`src/rtl/wm_pkg.sv`:
```
// Shared constants, types and fixed-point helper for the watermark pixel path.
// Both insertion and extraction import this so they agree on symbol codes and math.
package wm_pkg;

    localparam logic [1:0] WM_NONE = 2'b00;
    localparam logic [1:0] WM_C    = 2'b01;
    localparam logic [1:0] WM_B    = 2'b10;
    localparam logic [1:0] WM_A    = 2'b11;

    localparam logic [7:0] DEF_COEF_A = 8'd128;
    localparam logic [7:0] DEF_COEF_B = 8'd64;
    localparam logic [7:0] DEF_COEF_C = 8'd192;

    // Number of registered stages from accept to out_valid.
    localparam int STAGES = 3;

    typedef enum logic [1:0] {
        ST_IDLE  = 2'd0,
        ST_RUN   = 2'd1,
        ST_DRAIN = 2'd2
    } state_t;

    typedef struct packed {
        logic [7:0] c00;
        logic [7:0] c01;
        logic [7:0] c10;
        logic [7:0] c11;
    } cand_t;

    // Unsigned Q0.8 multiply: keep the integer byte of the 16-bit product.
    function automatic logic [7:0] qmul(input logic [7:0] x, input logic [7:0] k);
        return 8'(({8'd0, x} * {8'd0, k}) >> 8);
    endfunction

endpackage

```
`src/rtl/wm_predict.sv`:
```
// Two-stage registered generator of the four insertion candidates.
// Candidates are valid two cycles after the cover pixels are presented.
module wm_predict
    import wm_pkg::*;
#(
    parameter logic [7:0] COEF_A = DEF_COEF_A,
    parameter logic [7:0] COEF_B = DEF_COEF_B,
    parameter logic [7:0] COEF_C = DEF_COEF_C
) (
    input  logic       clk,
    input  logic       rst_n,
    input  logic [7:0] data1,
    input  logic [7:0] data2,
    input  logic [7:0] data3,
    output cand_t      cand
);

    logic [7:0] s1;
    logic [7:0] s2;
    logic [7:0] d1_q, d2_q, d3_q, s1_q;
    logic [7:0] d1_qq, m2_q, pb_q, pc_q;

    assign s1 = 8'(({1'b0, data1} + {1'b0, data2}) >> 1);
    assign s2 = 8'(({1'b0, d3_q} + {1'b0, s1_q}) >> 1);

    always_ff @(posedge clk or negedge rst_n) begin
        if (!rst_n) begin
            d1_q  <= '0;
            d2_q  <= '0;
            d3_q  <= '0;
            s1_q  <= '0;
            d1_qq <= '0;
            m2_q  <= '0;
            pb_q  <= '0;
            pc_q  <= '0;
        end else begin
            d1_q  <= data1;
            d2_q  <= data2;
            d3_q  <= data3;
            s1_q  <= s1;
            d1_qq <= d1_q;
            m2_q  <= qmul(s2, COEF_A);
            pb_q  <= qmul(d2_q, COEF_B);
            pc_q  <= qmul(d1_q, COEF_C);
        end
    end

    // 8-bit adds wrap modulo 256 on purpose.
    always_comb begin
        cand.c00 = d1_qq;
        cand.c01 = pc_q + m2_q;
        cand.c10 = pb_q + m2_q;
        cand.c11 = m2_q;
    end

endmodule

```
`src/rtl/wm_extraction.sv`:
```
// Non-blind watermark extractor: frames pixels, recovers the 2-bit symbol per pixel
// by exact match against regenerated candidates, and counts unmatched pixels.
module wm_extraction
    import wm_pkg::*;
#(
    parameter int         PIXELS = 1024,
    parameter logic [7:0] COEF_A = DEF_COEF_A,
    parameter logic [7:0] COEF_B = DEF_COEF_B,
    parameter logic [7:0] COEF_C = DEF_COEF_C
) (
    input  logic        clk,
    input  logic        rst_n,
    input  logic        start,
    input  logic        in_valid,
    output logic        in_ready,
    input  logic [7:0]  Data1,
    input  logic [7:0]  Data2,
    input  logic [7:0]  Data3,
    input  logic [7:0]  WM_IM_Data,
    output logic        out_valid,
    output logic [1:0]  WM_data,
    output logic        match,
    output logic [15:0] err_count,
    output logic        busy,
    output logic        frame_done
);

    localparam logic [15:0] LAST = 16'(PIXELS - 1);

    state_t            state, state_nxt;
    logic              accept;
    logic [STAGES:1]   vld_pipe;
    logic [15:0]       pix_cnt;
    logic [7:0]        wm_s1, wm_s2;
    cand_t             cand;
    logic [1:0]        sym_nxt;
    logic              hit;

    wm_predict #(
        .COEF_A(COEF_A),
        .COEF_B(COEF_B),
        .COEF_C(COEF_C)
    ) u_predict (
        .clk  (clk),
        .rst_n(rst_n),
        .data1(Data1),
        .data2(Data2),
        .data3(Data3),
        .cand (cand)
    );

    assign in_ready  = (state == ST_RUN);
    assign busy      = (state != ST_IDLE);
    assign accept    = in_valid & in_ready;
    assign out_valid = vld_pipe[STAGES];

    always_ff @(posedge clk or negedge rst_n) begin
        if (!rst_n) state <= ST_IDLE;
        else        state <= state_nxt;
    end

    always_comb begin
        state_nxt  = state;
        frame_done = 1'b0;
        case (state)
            ST_IDLE:  if (start) state_nxt = ST_RUN;
            ST_RUN:   if (accept && pix_cnt == LAST) state_nxt = ST_DRAIN;
            ST_DRAIN: begin
                // No accepts in DRAIN, so an empty pipe means the last output just left.
                if (vld_pipe == '0) begin
                    frame_done = 1'b1;
                    state_nxt  = ST_IDLE;
                end
            end
            default:  state_nxt = ST_IDLE;
        endcase
    end

    // Priority 00 > 01 > 10 > 11 when several candidates coincide.
    always_comb begin
        hit     = 1'b1;
        sym_nxt = WM_NONE;
        if (wm_s2 == cand.c00)      sym_nxt = WM_NONE;
        else if (wm_s2 == cand.c01) sym_nxt = WM_C;
        else if (wm_s2 == cand.c10) sym_nxt = WM_B;
        else if (wm_s2 == cand.c11) sym_nxt = WM_A;
        else                        hit     = 1'b0;
    end

    always_ff @(posedge clk or negedge rst_n) begin
        if (!rst_n) begin
            vld_pipe  <= '0;
            wm_s1     <= '0;
            wm_s2     <= '0;
            pix_cnt   <= '0;
            err_count <= '0;
            WM_data   <= WM_NONE;
            match     <= 1'b0;
        end else begin
            vld_pipe <= {vld_pipe[STAGES-1:1], accept};
            wm_s1    <= WM_IM_Data;
            wm_s2    <= wm_s1;
            if (state == ST_IDLE && start) begin
                pix_cnt   <= '0;
                err_count <= '0;
            end else if (accept) begin
                pix_cnt <= pix_cnt + 16'd1;
            end
            if (vld_pipe[STAGES-1]) begin
                WM_data <= sym_nxt;
                match   <= hit;
                if (!hit && err_count != 16'hFFFF) err_count <= err_count + 16'd1;
            end
        end
    end

endmodule
```
`config.mk`:
```
export PLATFORM = sky130hd
export DESIGN_NAME = wm_extraction
export DESIGN_NICKNAME = d
export VERILOG_FILES = /design/src/rtl/wm_pkg.sv /design/src/rtl/wm_predict.sv /design/src/rtl/wm_extraction.sv
export SDC_FILE = /design/constraint.sdc
export NUM_CORES = 1
export LEC_CHECK = 0
export CORE_MARGIN = 3
export CORE_UTILIZATION = 55
export CTS_CLUSTER_DIAMETER = 40
export DETAILED_ROUTE_END_ITERATION = 12
export GPL_TIMING_DRIVEN = 0
export HOLD_SLACK_MARGIN = 0.12
export PLACE_DENSITY = 0.88
export SLEW_MARGIN = 10
export SYNTH_ARGS = -nofsm -noshare
export SYNTH_HDL_FRONTEND = slang
export SYNTH_SLANG_ARGS = --single-unit
```
`constraint.sdc`:
```
create_clock -name clk -period 3.4 [get_ports clk]
set_clock_uncertainty 0.1 [all_clocks]
set_input_delay 0.68 -clock clk [delete_from_list [all_inputs] [get_ports clk]]
set_output_delay 0.68 -clock clk [all_outputs]
set_load 0.05 [all_outputs]
```
==> key figures <==
Synth
  • Post-synth design cell area: 5660 um2
  • Cell with the most instances after synthesis: sky130_fd_sc_hd__dfrtp_1
  • Post-synthesis cell count: 512
  • Distinct cell type count of the synthesized netlist: 58
  • Sequential area share after synthesis: 50.9%
  • Dominant cells by area after synthesis: sky130_fd_sc_hd__dfrtp_1 51%, sky130_fd_sc_hd__ha_1 8.2%, sky130_fd_sc_hd__xnor2_1 5.6%, sky130_fd_sc_hd__xor2_1 4.2%, sky130_fd_sc_hd__inv_1 2.3%
  • Async SR Flop Fraction: 100%
  • Leading post-synthesis cells by instance count: 115 x sky130_fd_sc_hd__dfrtp_1, 37 x sky130_fd_sc_hd__ha_1, 36 x sky130_fd_sc_hd__xnor2_1
  • Syn_nets: 589
  • Dominant register cell in the synthesized netlist: sky130_fd_sc_hd__dfrtp_1
  • Post-synthesis register bit count: 115
  • Area share of the largest cell type after synthesis: 50.9%
  • Average size of a mapped cell: 11.1 um2
  • Post-synth EDFFs: 0
  • Top cell type by total area after synthesis: sky130_fd_sc_hd__dfrtp_1
  • Number of warnings issued by yosys: 0

Timing
  • Peak Freq: 309 MHz
  • Number of endpoints with negative hold slack in the final report: 0
  • Setup repair after global routing missed its margin: false
  • Clock period minus worst slack: 3.23 ns
  • Total Negative Setup Slacks: 0 ns
  • Worst-case setup margin in the final layout: 0.168 ns
  • Final cycle utilization of the critical path: 95.1%
  • Final count of pins violating max slew: 0
  • Slew HR: 63.7%
  • Final setup violation count: 0
  • Actual slew at the worst max-slew pin: 0.541 ns

Hold path
  • Cell count of the worst hold path: 0
  • Min-Delay Path Class: register to register

Outcome
  • Outcome: finished clean

Setup path
  • Cell type of the slowest stage on the worst timing path: sky130_fd_sc_hd__fa_1
  • Largest fanout on the critical path: 10
  • Depth of the worst register-to-register path: 10
  • Required time worst endpoint: 3.74 ns
  • Crit path cell chain: ha_1, inv_1, fa_1, xor2_1, nand3_1, nor3_1, o21ai_1, o31ai_2, o21ai_2, o221ai_1
  • Worst setup path category: register to register
  • Setup crit end kind: register
  • Largest incremental delay on the critical path: 0.55 ns
  • Critical path data arrival time: 3.57 ns
  • Kind of launch point of the worst setup path: register

Route
  • DR WL/cell: 17.9 um
  • Pre-antenna DRT Iters: 5
  • Total number of vias: 4,253
  • Vias per cell: 5.77
  • Number of design rule violations left after detail routing: 0
  • Initial drt markers: 298
  • Count of nets left with antenna violations after detail routing: 0
  • Total length of routed wires: 13,200 um

GRT
  • Maximum number of pins on one net before global-route repair: 66
  • Number of antenna violations at the first check in global routing: 0
  • Overall Global Routing Usage: 24.8%
  • First-pass GRT wire length: 22,100 um
  • Grt total ovfl: 0
  • Number of global-route vias before repair: 4,615

Floorplan
  • Die Span X: 107 um
  • Initial core utilization: 57.1%
  • Std cell rows: 36
  • Die height: 107 um
  • Placeable core region: 9910 um2
  • Num ports: 59
  • Total die area: 11,500 um2

Place
  • Dpl hpwl: 8850 um
  • Pre-CTS worst setup slack: 0.326 ns
  • # port buffers: 58
  • RePlAce Congestion: 0.852
  • Number of cells in the design after placement: 704

CTS
  • H-tree Lvls: 4
  • Clock buffers created by TritonCTS: 17
  • TritonCTS clock tree: built
  • Clock root buffer: sky130_fd_sc_hd__clkbuf_8
  • Maximum clock insertion buffer count: 2
  • Number of sinks handled by clock tree synthesis: 115
  • Clk pin slew, worst setup/hold paths: 0.06 ns
  • Skew-Pair Late Insertion Delay: 0.53 ns

Power
  • Cell area power density: 746 nW/um2
  • VDD IR-drop max: 0.485 mV
  • Standby leakage power: 0.00310 uW

Finish
  • Number of nets at the end of the flow: 668
  • Layout fillers: 666
  • Synthesis-to-layout area growth: 24.3%
  • # diodes: 0
  • Share of cells above drive strength 1: 8.61%
  • Post-route non-filler standard cell count: 737

Flow run
  • Max-cap violation count: 0
final cells by class:
| class | instances | area (um2) | area share (%) |
|---|---|---|---|
| plain buffers | 6 | 32.5 | 0.462 |
| clock buffers | 19 | 432 | 6.14 |
| clock inverters | 13 | 159 | 2.26 |
| inverters | 35 | 131 | 1.87 |
| multi-input cells | 356 | 2620 | 37.2 |
| flip-flops and latches | 115 | 2880 | 40.9 |
| well taps | 133 | 166 | 2.37 |
| repair buffers | 60 | 619 | 8.80 |
worst max-delay path, delay by kind of cell, from the launching register on:
family          cells  cell delay, ns
buf+inv             1            0.08
flops               1            0.41
compound gates      4            1.21
simple gates        2            0.35
fa+ha+maj           2            0.78
xor+xnor            1            0.20
final timing paths:
path	from	to	slack [ns]
min in group asynchronous	rst_n	u_predict.s1_q[1]	0.56
max in group asynchronous	rst_n	u_predict.d1_q[7]	1.98
worst min-delay path	wm_s1[4]	wm_s2[4]	0.24
worst min register to register	wm_s1[4]	wm_s2[4]	0.24
worst max register to register	u_predict.m2_q[0]	err_count[2]	0.17
worst max-delay path	u_predict.m2_q[0]	err_count[2]	0.17
per-layer routing:
layer | share of wire, % | global-route usage, %
met1 | 40 | 29.2
met2 | 52 | 42.2
met3 | 5.1 | 5.70
met4 | 3.2 | 13.5
met5 | 0 | 0
power breakdown:
group	total (uW)	leakage (uW)	internal, uW	switching (uW)
combinational	1710	0.00142	717	992
sequential	1790	0.00141	1570	222
clock	1750	0.000272	1130	619
total	5250	0.00310	3410	1830
metrics by stage:
step / area, um2 / power, uW / util (%) / hold slack [ns]
after global routing: 7030 / 5520 / 71.0 / 0.261
after floorplan: 5660 / 2970 / - / 0.231
final: 7030 / 5250 / 71.0 / 0.243
after CTS: 7030 / 5250 / 71.0 / 0.245
after global placement: 6400 / 3360 / 64.6 / 0.233
after detailed placement: 6430 / 3460 / 64.9 / 0.235
timing repair:
action                                 CTS  global route
buffers inserted                         0             0
resized for setup                        0             0
endpoints found under the hold margin   50             0
hold buffers                             1             0
state kept, by name, indices dropped and copies added (netlist names):
signal           count
pix_cnt             16
match                1
wm_s2                8
wm_s1                8
u_predict.pc_q       8
u_predict.d3_q       8
u_predict.d1_q       8
WM_data              2
vld_pipe             3
err_count           16
u_predict.m2_q       7
u_predict.d1_qq      8
u_predict.d2_q       6
u_predict.pb_q       6
u_predict.s1_q       8
state                2
cells by family after synthesis:
family	after synthesis	share of synthesized area (%)
buf+inv	41	2.90
mux	4	0.708
flops	115	50.9
compound gates	103	12.8
simple gates	144	13.0
fa+ha+maj	41	9.60
xor+xnor	64	10.2
cell usage in the layout, fill, tap and decap left out, types with 4 or more instances in the layout:
cell,n
sky130_fd_sc_hd__a21oi_1,22
sky130_fd_sc_hd__and2_1,7
sky130_fd_sc_hd__nand2_1,32
sky130_fd_sc_hd__xor2_1,27
sky130_fd_sc_hd__nand2b_1,7
sky130_fd_sc_hd__mux2i_1,4
sky130_fd_sc_hd__o221ai_1,5
sky130_fd_sc_hd__clkdlybuf4s50_1,57
sky130_fd_sc_hd__dfrtp_1,115
sky130_fd_sc_hd__or4_1,4
sky130_fd_sc_hd__clkbuf_1,4
sky130_fd_sc_hd__clkinvlp_4,6
sky130_fd_sc_hd__nor3_1,9
sky130_fd_sc_hd__ha_1,37
sky130_fd_sc_hd__nor4_1,4
sky130_fd_sc_hd__a21o_1,8
sky130_fd_sc_hd__nand3_1,11
sky130_fd_sc_hd__nand4_1,13
sky130_fd_sc_hd__a31o_2,6
sky130_fd_sc_hd__nor2_1,31
sky130_fd_sc_hd__and3_1,9
sky130_fd_sc_hd__o21ai_0,18
sky130_fd_sc_hd__o21bai_1,7
sky130_fd_sc_hd__inv_1,35
sky130_fd_sc_hd__xnor2_1,36
sky130_fd_sc_hd__or3_1,6
sky130_fd_sc_hd__nor2b_1,4
sky130_fd_sc_hd__fa_1,4
sky130_fd_sc_hd__clkbuf_16,16
Note: power is estimated with default switching activity, not from simulation.
